--- config.mk ---
export PLATFORM = sky130hd
export DESIGN_NAME = cache_assoc
export DESIGN_NICKNAME = d
export VERILOG_FILES = /design/src/rtl/cache_assoc.sv
export SDC_FILE = /design/constraint.sdc
export NUM_CORES = 2
export LEC_CHECK = 0
export BUFFER_PORTS_ARGS = -buffer_cell sky130_fd_sc_hd__buf_4
export CAP_MARGIN = 20
export CORE_ASPECT_RATIO = 1.25
export CORE_MARGIN = 5
export CORE_UTILIZATION = 45
export DETAILED_ROUTE_END_ITERATION = 12
export PLACE_DENSITY_LB_ADDON = 0.2
export REMOVE_ABC_BUFFERS = 1
export SLEW_MARGIN = 40
export SYNTH_ARGS = -nofsm -noshare
export SYNTH_HDL_FRONTEND = slang
export SYNTH_SLANG_ARGS = --single-unit
--- constraint.sdc ---
create_clock -name clk -period 12.85 [get_ports clk]
set_input_delay 1.9275 -clock clk [delete_from_list [all_inputs] [get_ports clk]]
set_output_delay 1.9275 -clock clk [all_outputs]
set_load 0.1 [all_outputs]
--- src/rtl/cache_assoc.sv ---
// Blocking 1/2-way set-associative cache with LRU replacement and write-back or
// write-through policy, placed between the pipeline and a 128-bit line memory.
module cache_assoc #(
    parameter int SETS       = 4,
    parameter int WAYS       = 2,
    parameter int WRITE_BACK = 1
) (
    input  logic         clk,
    input  logic         rst_n,
    input  logic         proc_read,
    input  logic         proc_write,
    input  logic [29:0]  proc_addr,
    input  logic [31:0]  proc_wdata,
    output logic [31:0]  proc_rdata,
    output logic         proc_stall,
    output logic         mem_read,
    output logic         mem_write,
    output logic [27:0]  mem_addr,
    output logic [127:0] mem_wdata,
    input  logic [127:0] mem_rdata,
    input  logic         mem_ready
);
    localparam int IDX_W = $clog2(SETS);
    localparam int TAG_W = 28 - IDX_W;

    typedef enum logic [1:0] {
        IDLE      = 2'd0,
        WRITEBACK = 2'd1,
        ALLOCATE  = 2'd2,
        WTHRU     = 2'd3
    } state_t;

    state_t                        r_state;
    logic [127:0]                  r_data [WAYS][SETS];
    logic [TAG_W-1:0]              r_tag  [WAYS][SETS];
    logic [WAYS-1:0][SETS-1:0]     r_valid;
    logic [WAYS-1:0][SETS-1:0]     r_dirty;
    logic [SETS-1:0]               r_lru;
    logic                          r_victim;
    logic                          r_wt_done;
    logic                          r_mem_read;
    logic                          r_mem_write;
    logic [27:0]                   r_mem_addr;
    logic [127:0]                  r_mem_wdata;

    logic [1:0]       w_off;
    logic [IDX_W-1:0] w_idx;
    logic [TAG_W-1:0] w_tag;
    logic [WAYS-1:0]  w_hit_vec;
    logic             w_hit;
    logic             w_hit_way;
    logic             w_victim;
    logic             w_vdirty;
    logic [127:0]     w_line;
    logic [127:0]     w_wline;
    logic [127:0]     w_vline;
    logic [31:0]      w_word;
    logic             w_idle;
    logic             w_req;
    logic             w_wt_need;
    logic             w_done;

    assign w_off = proc_addr[1:0];
    assign w_idx = proc_addr[IDX_W+1:2];
    assign w_tag = proc_addr[29:IDX_W+2];

    // Per-way tag compare for the addressed set
    always_comb begin
        for (int w = 0; w < WAYS; w++) begin
            w_hit_vec[w] = r_valid[w][w_idx] && (r_tag[w][w_idx] == w_tag);
        end
    end

    assign w_hit     = |w_hit_vec;
    assign w_hit_way = (WAYS == 32'sd2) && w_hit_vec[WAYS-1];

    // Replacement choice: an empty way first (way0 preferred), otherwise the LRU way
    always_comb begin
        if (WAYS == 32'sd1) begin
            w_victim = 1'b0;
        end else if (!r_valid[0][w_idx]) begin
            w_victim = 1'b0;
        end else if (!r_valid[WAYS-1][w_idx]) begin
            w_victim = 1'b1;
        end else begin
            w_victim = r_lru[w_idx];
        end
    end

    assign w_line   = r_data[w_hit_way][w_idx];
    assign w_word   = w_line[{w_off, 5'd0} +: 32];
    assign w_vline  = r_data[w_victim][w_idx];
    assign w_vdirty = (WRITE_BACK == 32'sd1) && r_valid[w_victim][w_idx] && r_dirty[w_victim][w_idx];

    // Hit line with the processor word merged in
    always_comb begin
        w_wline = w_line;
        w_wline[{w_off, 5'd0} +: 32] = proc_wdata;
    end

    assign w_idle = (r_state == IDLE);
    assign w_req  = proc_read | proc_write;
    // A write-through write must reach memory once per request before it completes
    assign w_wt_need = (WRITE_BACK == 32'sd0) && (!r_wt_done || (w_word != proc_wdata));
    assign w_done    = w_idle && w_req && w_hit && !(proc_write && w_wt_need);

    assign proc_stall = !w_idle || (w_req && !w_done);
    assign proc_rdata = (w_done && !proc_write) ? w_word : 32'd0;
    assign mem_read   = r_mem_read;
    assign mem_write  = r_mem_write;
    assign mem_addr   = r_mem_addr;
    assign mem_wdata  = r_mem_wdata;

    // Line and tag storage, updated by write hits and by completed fills
    always_ff @(posedge clk) begin
        if (w_idle && proc_write && w_hit) begin
            r_data[w_hit_way][w_idx] <= w_wline;
        end else if ((r_state == ALLOCATE) && mem_ready) begin
            r_data[r_victim][w_idx] <= mem_rdata;
            r_tag[r_victim][w_idx]  <= w_tag;
        end
    end

    // Control FSM with valid/dirty/LRU bookkeeping and the registered memory port
    always_ff @(posedge clk or negedge rst_n) begin
        if (!rst_n) begin
            r_state     <= IDLE;
            r_valid     <= '0;
            r_dirty     <= '0;
            r_lru       <= '0;
            r_victim    <= 1'b0;
            r_wt_done   <= 1'b0;
            r_mem_read  <= 1'b0;
            r_mem_write <= 1'b0;
            r_mem_addr  <= 28'd0;
            r_mem_wdata <= 128'd0;
        end else begin
            case (r_state)
                IDLE: begin
                    if (!proc_write) begin
                        r_wt_done <= 1'b0;
                    end
                    if (w_done) begin
                        r_wt_done <= 1'b0;
                        if (WAYS == 32'sd2) begin
                            r_lru[w_idx] <= ~w_hit_way;
                        end
                        if (proc_write && (WRITE_BACK == 32'sd1)) begin
                            r_dirty[w_hit_way][w_idx] <= 1'b1;
                        end
                    end else if (w_req && w_hit) begin
                        r_state     <= WTHRU;
                        r_mem_write <= 1'b1;
                        r_mem_addr  <= proc_addr[29:2];
                        r_mem_wdata <= w_wline;
                    end else if (w_req) begin
                        r_victim <= w_victim;
                        if (w_vdirty) begin
                            r_state     <= WRITEBACK;
                            r_mem_write <= 1'b1;
                            r_mem_addr  <= {r_tag[w_victim][w_idx], w_idx};
                            r_mem_wdata <= w_vline;
                        end else begin
                            r_state    <= ALLOCATE;
                            r_mem_read <= 1'b1;
                            r_mem_addr <= proc_addr[29:2];
                        end
                    end
                end
                WRITEBACK: begin
                    if (mem_ready) begin
                        r_dirty[r_victim][w_idx] <= 1'b0;
                        r_mem_write <= 1'b0;
                        r_mem_read  <= 1'b1;
                        r_mem_addr  <= proc_addr[29:2];
                        r_state     <= ALLOCATE;
                    end
                end
                ALLOCATE: begin
                    if (mem_ready) begin
                        r_valid[r_victim][w_idx] <= 1'b1;
                        r_dirty[r_victim][w_idx] <= 1'b0;
                        r_mem_read <= 1'b0;
                        r_state    <= IDLE;
                    end
                end
                WTHRU: begin
                    if (mem_ready) begin
                        r_mem_write <= 1'b0;
                        r_wt_done   <= 1'b1;
                        r_state     <= IDLE;
                    end
                end
                default: begin
                    r_state     <= IDLE;
                    r_mem_read  <= 1'b0;
                    r_mem_write <= 1'b0;
                end
            endcase
        end
    end
endmodule

======== Word level (Yosys, flattened, before mapping) ========
Memories as Yosys holds them, arrays and structs flattened.
Index checks and enable logic that the tools add are counted.
cells by class
  equality and inequality tests ........... 18
  shift-type cells ........................ 3
  magnitude comparators ................... 9
  multiplexer cells ....................... 85
  add/sub/neg operators ................... 1
  reductions and logical operators ........ 40
  bitwise gates (word level) .............. 9
operator list
  cell                                                                      count
  512-bit 2-to-1 mux                                                        4
  128-bit 2-to-1 mux                                                        8
  128-bit binary-select mux with 2-bit select                               2
  512-bit OR reduction                                                      1
  128-bit demux with 2-bit select                                           1
  26-bit 2-to-1 mux                                                         7
  26-bit binary-select mux with 2-bit select                                3
  28-bit 2-to-1 mux                                                         5
  128-bit bitwise mux                                                       1
  32-bit by 9-bit variable shift with 128-bit output, first input constant  1
  128-bit by 8-bit indexed part select with 32-bit output                   1
  32-bit by 9-bit indexed part select with 128-bit output                   1
  104-bit 2-to-1 mux                                                        1
  28-bit one-hot mux with 2 select lines                                    1
  26-bit demux with 2-bit select                                            1
  26-bit equality test                                                      2
  32-bit 2-to-1 mux                                                         1
  4-bit 2-to-1 mux                                                          6
  8-bit 2-to-1 mux                                                          3
  1-bit 2-to-1 mux                                                          22
  4-bit AND reduction                                                       5
  8-bit OR                                                                  2
  8-bit one-hot mux with 2 select lines                                     1
  1-bit logical AND                                                         15
  35 further kinds                                                          70
storage, ports and cells
  memories kept ........................... 2
  bits in writable memories ............... 1,232
  word-level logic and storage cells ...... 178
  input bits .............................. 195
  output and inout port bits .............. 191
  bits in registers ....................... 181
memory list
  name    words  bits a word  read ports  clocked after Yosys merged registers in  write ports  RTL line  text
  r_data  2      512          2           0                                        1            34        logic [127:0] r_data [WAYS][SETS];
  r_tag   2      104          3           0                                        1            35        logic [TAG_W-1:0] r_tag [WAYS][SETS];

======== Longest topological paths before layout ========
  word-level depth ........................ 14
  gate-level depth with buffers ........... 16
  depth with buffers taken out ............ 9

======== Least setup slack after synthesis ========
Ideal clock, no wire load.
  path type ............................... input -> register
  start point ............................. in proc_addr[2]
  end point ............................... mem r_data[0][0] (netlist name), enable pin
  arrival time ............................ 9.550 ns
  slack ................................... 2.683 ns
  required time ........................... 12.233 ns
  cell stages on the path ................. 11
  path buffers ............................ 3
  library setup time ...................... 0.617 ns
  cells stage by stage .................... buf_6 > buf_6 > buf_2 > mux4_2 > xnor2_1 > nand4_1 > nor4_1 > nand2_1 > a21oi_1 > a21oi_1 > nor2_1
between the ends
  word-level cells in the longest chain between the ends .. 12
  elaborated cells between the ends (all ways) .. 29
  classes of those cells .................. order compare (2); eq/ne (2); mux (18); bitwise (1); reduce/logical (6)
ends and longest elaborated chain
  what                                                                     RTL line      text
  from (decl)                                                              12            input logic [29:0] proc_addr,
  2-bit inverter with 3-bit output (not written as such)                   70, 117, 119
  26-bit binary-select mux with 2-bit select                               70            w_hit_vec[w] = r_valid[w][w_idx] && (r_tag[w][w_idx] == w_tag);
  26-bit 2-to-1 mux (not written as such) (2 in a row)                     70
  26-bit equality test                                                     70
  1-bit logical AND                                                        70
  2-bit OR reduction                                                       74            assign w_hit = |w_hit_vec;
  1-bit logical AND                                                        116           if (w_idle && proc_write && w_hit) begin
  1-bit 2-to-1 mux                                                         116
  512-bit 2-to-1 mux (not written as such)                                 119           r_data[r_victim][w_idx] <= mem_rdata;
  512-bit OR reduction (no source line)                                    n/a
  1-bit 2-to-1 mux (no source line) or 512-bit 2-to-1 mux (tied branches)  n/a
  to (decl)                                                                34
Parallel ways exist; a longest one is shown, timed or not. The select of a mux whose other input is x is not followed.

======== Worst setup path in the final report ========
  start point ............................. in proc_addr[3]
  end point ............................... out proc_rdata[0]
between the ends
  word-level cells in the longest chain between the ends .. 12
  elaborated cells between the ends (all ways) .. 24
  classes of those cells .................. eq/ne (2); shift (1); mux (14); bitwise (1); reduce/logical (5); memory (1)
ends and longest elaborated chain
  what                                                     RTL line  text
  2-bit inverter with 3-bit output (not written as such)   70, 90
  26-bit binary-select mux with 2-bit select               70
  26-bit 2-to-1 mux (not written as such) (2 in a row)     70
  26-bit equality test                                     70
  1-bit logical AND                                        70
  memory 2 x 512 bit                                       n/a
  128-bit binary-select mux with 2-bit select              90        assign w_line = r_data[w_hit_way][w_idx];
  128-bit 2-to-1 mux (not written as such) (2 in a row)    90
  128-bit by 8-bit indexed part select with 32-bit output  91        assign w_word = w_line[{w_off, 5'd0} +: 32];
  32-bit 2-to-1 mux *                                      108       assign proc_rdata = (w_done && !proc_write) ? w_word : 32'd0;
  to (decl)                                                14        output logic [31:0] proc_rdata,
Every way passes the cells marked *; elsewhere a longest branch is shown, timed or not. The select of a mux whose other input is x is not followed.

==> flow_summary_export.csv <==
group,metric,value,unit
drt,first_iter_violations,4545,
global_routing,grt_pass1_wl,301600,um
sta,finalSetupTns,0,ns
synth,netlist.area_leader.share,0.5636,
sta,fmax,106.7,MHz
drt,ant_nets,0,
drt,wire_per_inst,29.12,um
clock_tree,cts-root-buf,"clkbuf_16",
sta,whs,0.4751,ns
worst_setup_path,critPathArrivalTime,7.45,ns
floorplanning,core-area,144800,um^2
drt,totalWireLength,208800,um
global_routing,grtUsageTotal,0.2665,
sta,clock_skew,0.04560,ns
drt,viasPerCell,6.283,
global_routing,grt_overflow_total,0,
synth,synth_edf_count,1232,
clock_tree,post_cts_buffers,0,
min_path,hold_class,"reg2reg",
global_routing,grt_max_degree,145,
placement,post-dp-hpwl,119800,um
synth,ys.flop_type,"edfxtp_1",
drt,dr.pass1.iters,6,
worst_setup_path,critical_path.max_fanout,70,
sta,rsz0062_at_grt,"no",
layout,stdcell_count,7171,
layout,layout.nets,5348,
placement,dp.cells,6886,
run_status,status,"complete, no violations",
layout,drive_gt1_frac,0.2075,
synth,synth_common_cells,"edfxtp_1, nand2_1, a21oi_1, nor2_1, mux2i_1",
synth,ys_types,62,
clock_tree,cts.htree.levels,4,
sta,hold_viol,0,
run,drv_cap,0,
worst_setup_path,criticalPathCategory,"in2out",
global_routing,grt_pass1_vias,45340,
clock_tree,holdBufCountCts,0,
min_path,hold_depth,1,
sta,drv_slew,0,
floorplanning,die_y,437.0,um
synth,seq_area_frac_synth,0.6326,
synth,syn_area,65640,um^2
synth,synth.area.top_cells,"edfxtp_1, mux4_2, dfrtp_1",
clock_tree,clk_path_buf_depth,3,
synth,async_flop_share,0.1281,
power,p_leak,26.65,nW
floorplanning,initial_core_util,0.4532,
synth,synth_top_area_cell,"edfxtp_1",
clock_tree,cts_buffers,148,
power,power_density,190.0,nW/um^2
clock_tree,cts.repair.resized,0,
placement,gp_congestion,0.8496,
synth,ys_ff_latch,1413,
synth,syn-instance-count,4880,
sta,relSlewSlack,0.3874,
clock_tree,cts_tree,"yes",
worst_setup_path,startpoint_type,"input pin",
floorplanning,io-pin-count,386,
placement,placedInstanceArea,70570,um^2
worst_setup_path,endpoint_kind,"primary output",
drt,dr_total_vias,45050,
sta,setup_viol_count_final,0,
drt,drc,0,
sta,min_period_over_period,0.7295,
clock_tree,clkSinkCount,1413,
clock_tree,cts.reportedPaths.clkPinSlew,0.06,ns
layout,syn2layout_area_growth,15.19,%
layout,final_area,75610,um^2
sta,period_minus_slack,9.374,ns
worst_setup_path,r2r_cells,11,
clock_tree,clock_latency,0.81,ns
floorplanning,dieWidth,351.6,um
sta,worst_pin_slew,0.9105,ns
floorplanning,rows,156,
synth,post-synth-top-count-cell,"edfxtp_1",
global_routing,antenna_found_initial,9,
power,ir_drop,0.1699,mV
layout,utilization,0.5221,
floorplanning,dieArea,153700,um^2
worst_setup_path,required,10.92,ns
placement,io_buffers,385,
synth,yosysWarnings,0,
synth,avgSynthCellArea,13.45,um^2
[cell usage in the layout (no fill, tap or decap), types with 39 or more instances in the layout]
cell	count
a2bb2oi_1	62
clkbuf_1	39
clkbuf_16	149
xnor2_1	49
a21oi_1	581
nor2_1	434
edfxtp_1	1232
nand2_1	614
dfrtp_1	181
o22ai_1	230
nor4_1	129
mux4_2	266
buf_4	453
mux2i_1	371
[cell families after synthesis]
group	Yosys count	synth area share
AOI/OAI and AO/OA	995	0.08736
xor gates and xnor gates	51	0.006805
adders and majority gates	10	0.001906
buffers and inverters	395	0.02720
DFF	1413	0.6326
muxes	708	0.1600
and+or+nand+nor	1308	0.08412
[critical path, cell delays in order]
cell and delay (ns):
buf_8 0.42, buf_4 0.75, mux4_2 0.40, nor2_1 0.06
nor4_1 0.36, o2111a_1 0.26, and3_4 0.61, buf_12 0.37
buf_16 0.35, mux4_2 0.31, mux2i_1 0.09, mux4_2 0.49
nor2_1 0.37, buf_4 0.38
[through the flow]
step | power [mW] | setup slack, ns
after floorplan | 9.799 | -4.128
after global placement | 9.981 | 3.333
after detailed placement | 10.04 | 3.287
after CTS | 14.39 | 3.269
after global routing | 14.92 | 3.261
final | 14.36 | 3.476
[power breakdown]
part	leakage, nW	internal (mW)	switching (mW)
Sequential	13.6	5.83	0.166
Combinational	10.7	1.21	2.78
Clock	2.40	2.52	1.85
[layout make-up]
class,instances,area (um^2)
Clock buffer,201,4054
Multi-Input combinational cell,3072,22600
Antenna cell,7,17.52
Timing Repair Buffer,495,4104
Tap cell,1896,2372
Inverter,13,52.55
Clock inverter,74,885.9
Fill cell,12220,69220
Sequential cell,1413,41520
[worst paths after layout]
path / from / end / slack [ns]
worst max-delay path: proc_addr[3] / proc_rdata[0] / 3.48
worst min-delay path: r_valid[2]$_DFFE_PN0P_ / r_valid[2]$_DFFE_PN0P_ / 0.48
worst max register to register: r_tag[1][0]$_DFFE_PP_ / r_data[1][441]$_DFFE_PP_ / 7.40
worst min register to register: r_valid[2]$_DFFE_PN0P_ / r_valid[2]$_DFFE_PN0P_ / 0.48
max in group asynchronous: rst_n / mem_wdata[27]$_DFFE_PN0P_ / 10.11
min in group asynchronous: rst_n / mem_addr[0]$_DFFE_PN0P_ / 1.12
[flip-flops by register name, indices dropped and copies added (netlist names), 2 cells and up]
name and count:
r_tag 208, r_valid 8, r_data 1024, mem_addr 28, mem_wdata 128, r_lru 4, r_dirty 8, r_state 2
[layer usage]
| layer | global-route usage | share of wire | vias up | routed length (um) |
|---|---|---|---|---|
| li1 | - | - | 19290 | - |
| met1 | 0.3476 | 0.39 | 22890 | 80870 |
| met2 | 0.4308 | 0.47 | 2345 | 99000 |
| met3 | 0.05382 | 0.090 | 524 | 18760 |
| met4 | 0.1249 | 0.049 | 2 | 10170 |
| met5 | 0 | 0.000034 | - | 7 |
(Power assumes the default switching activity.)
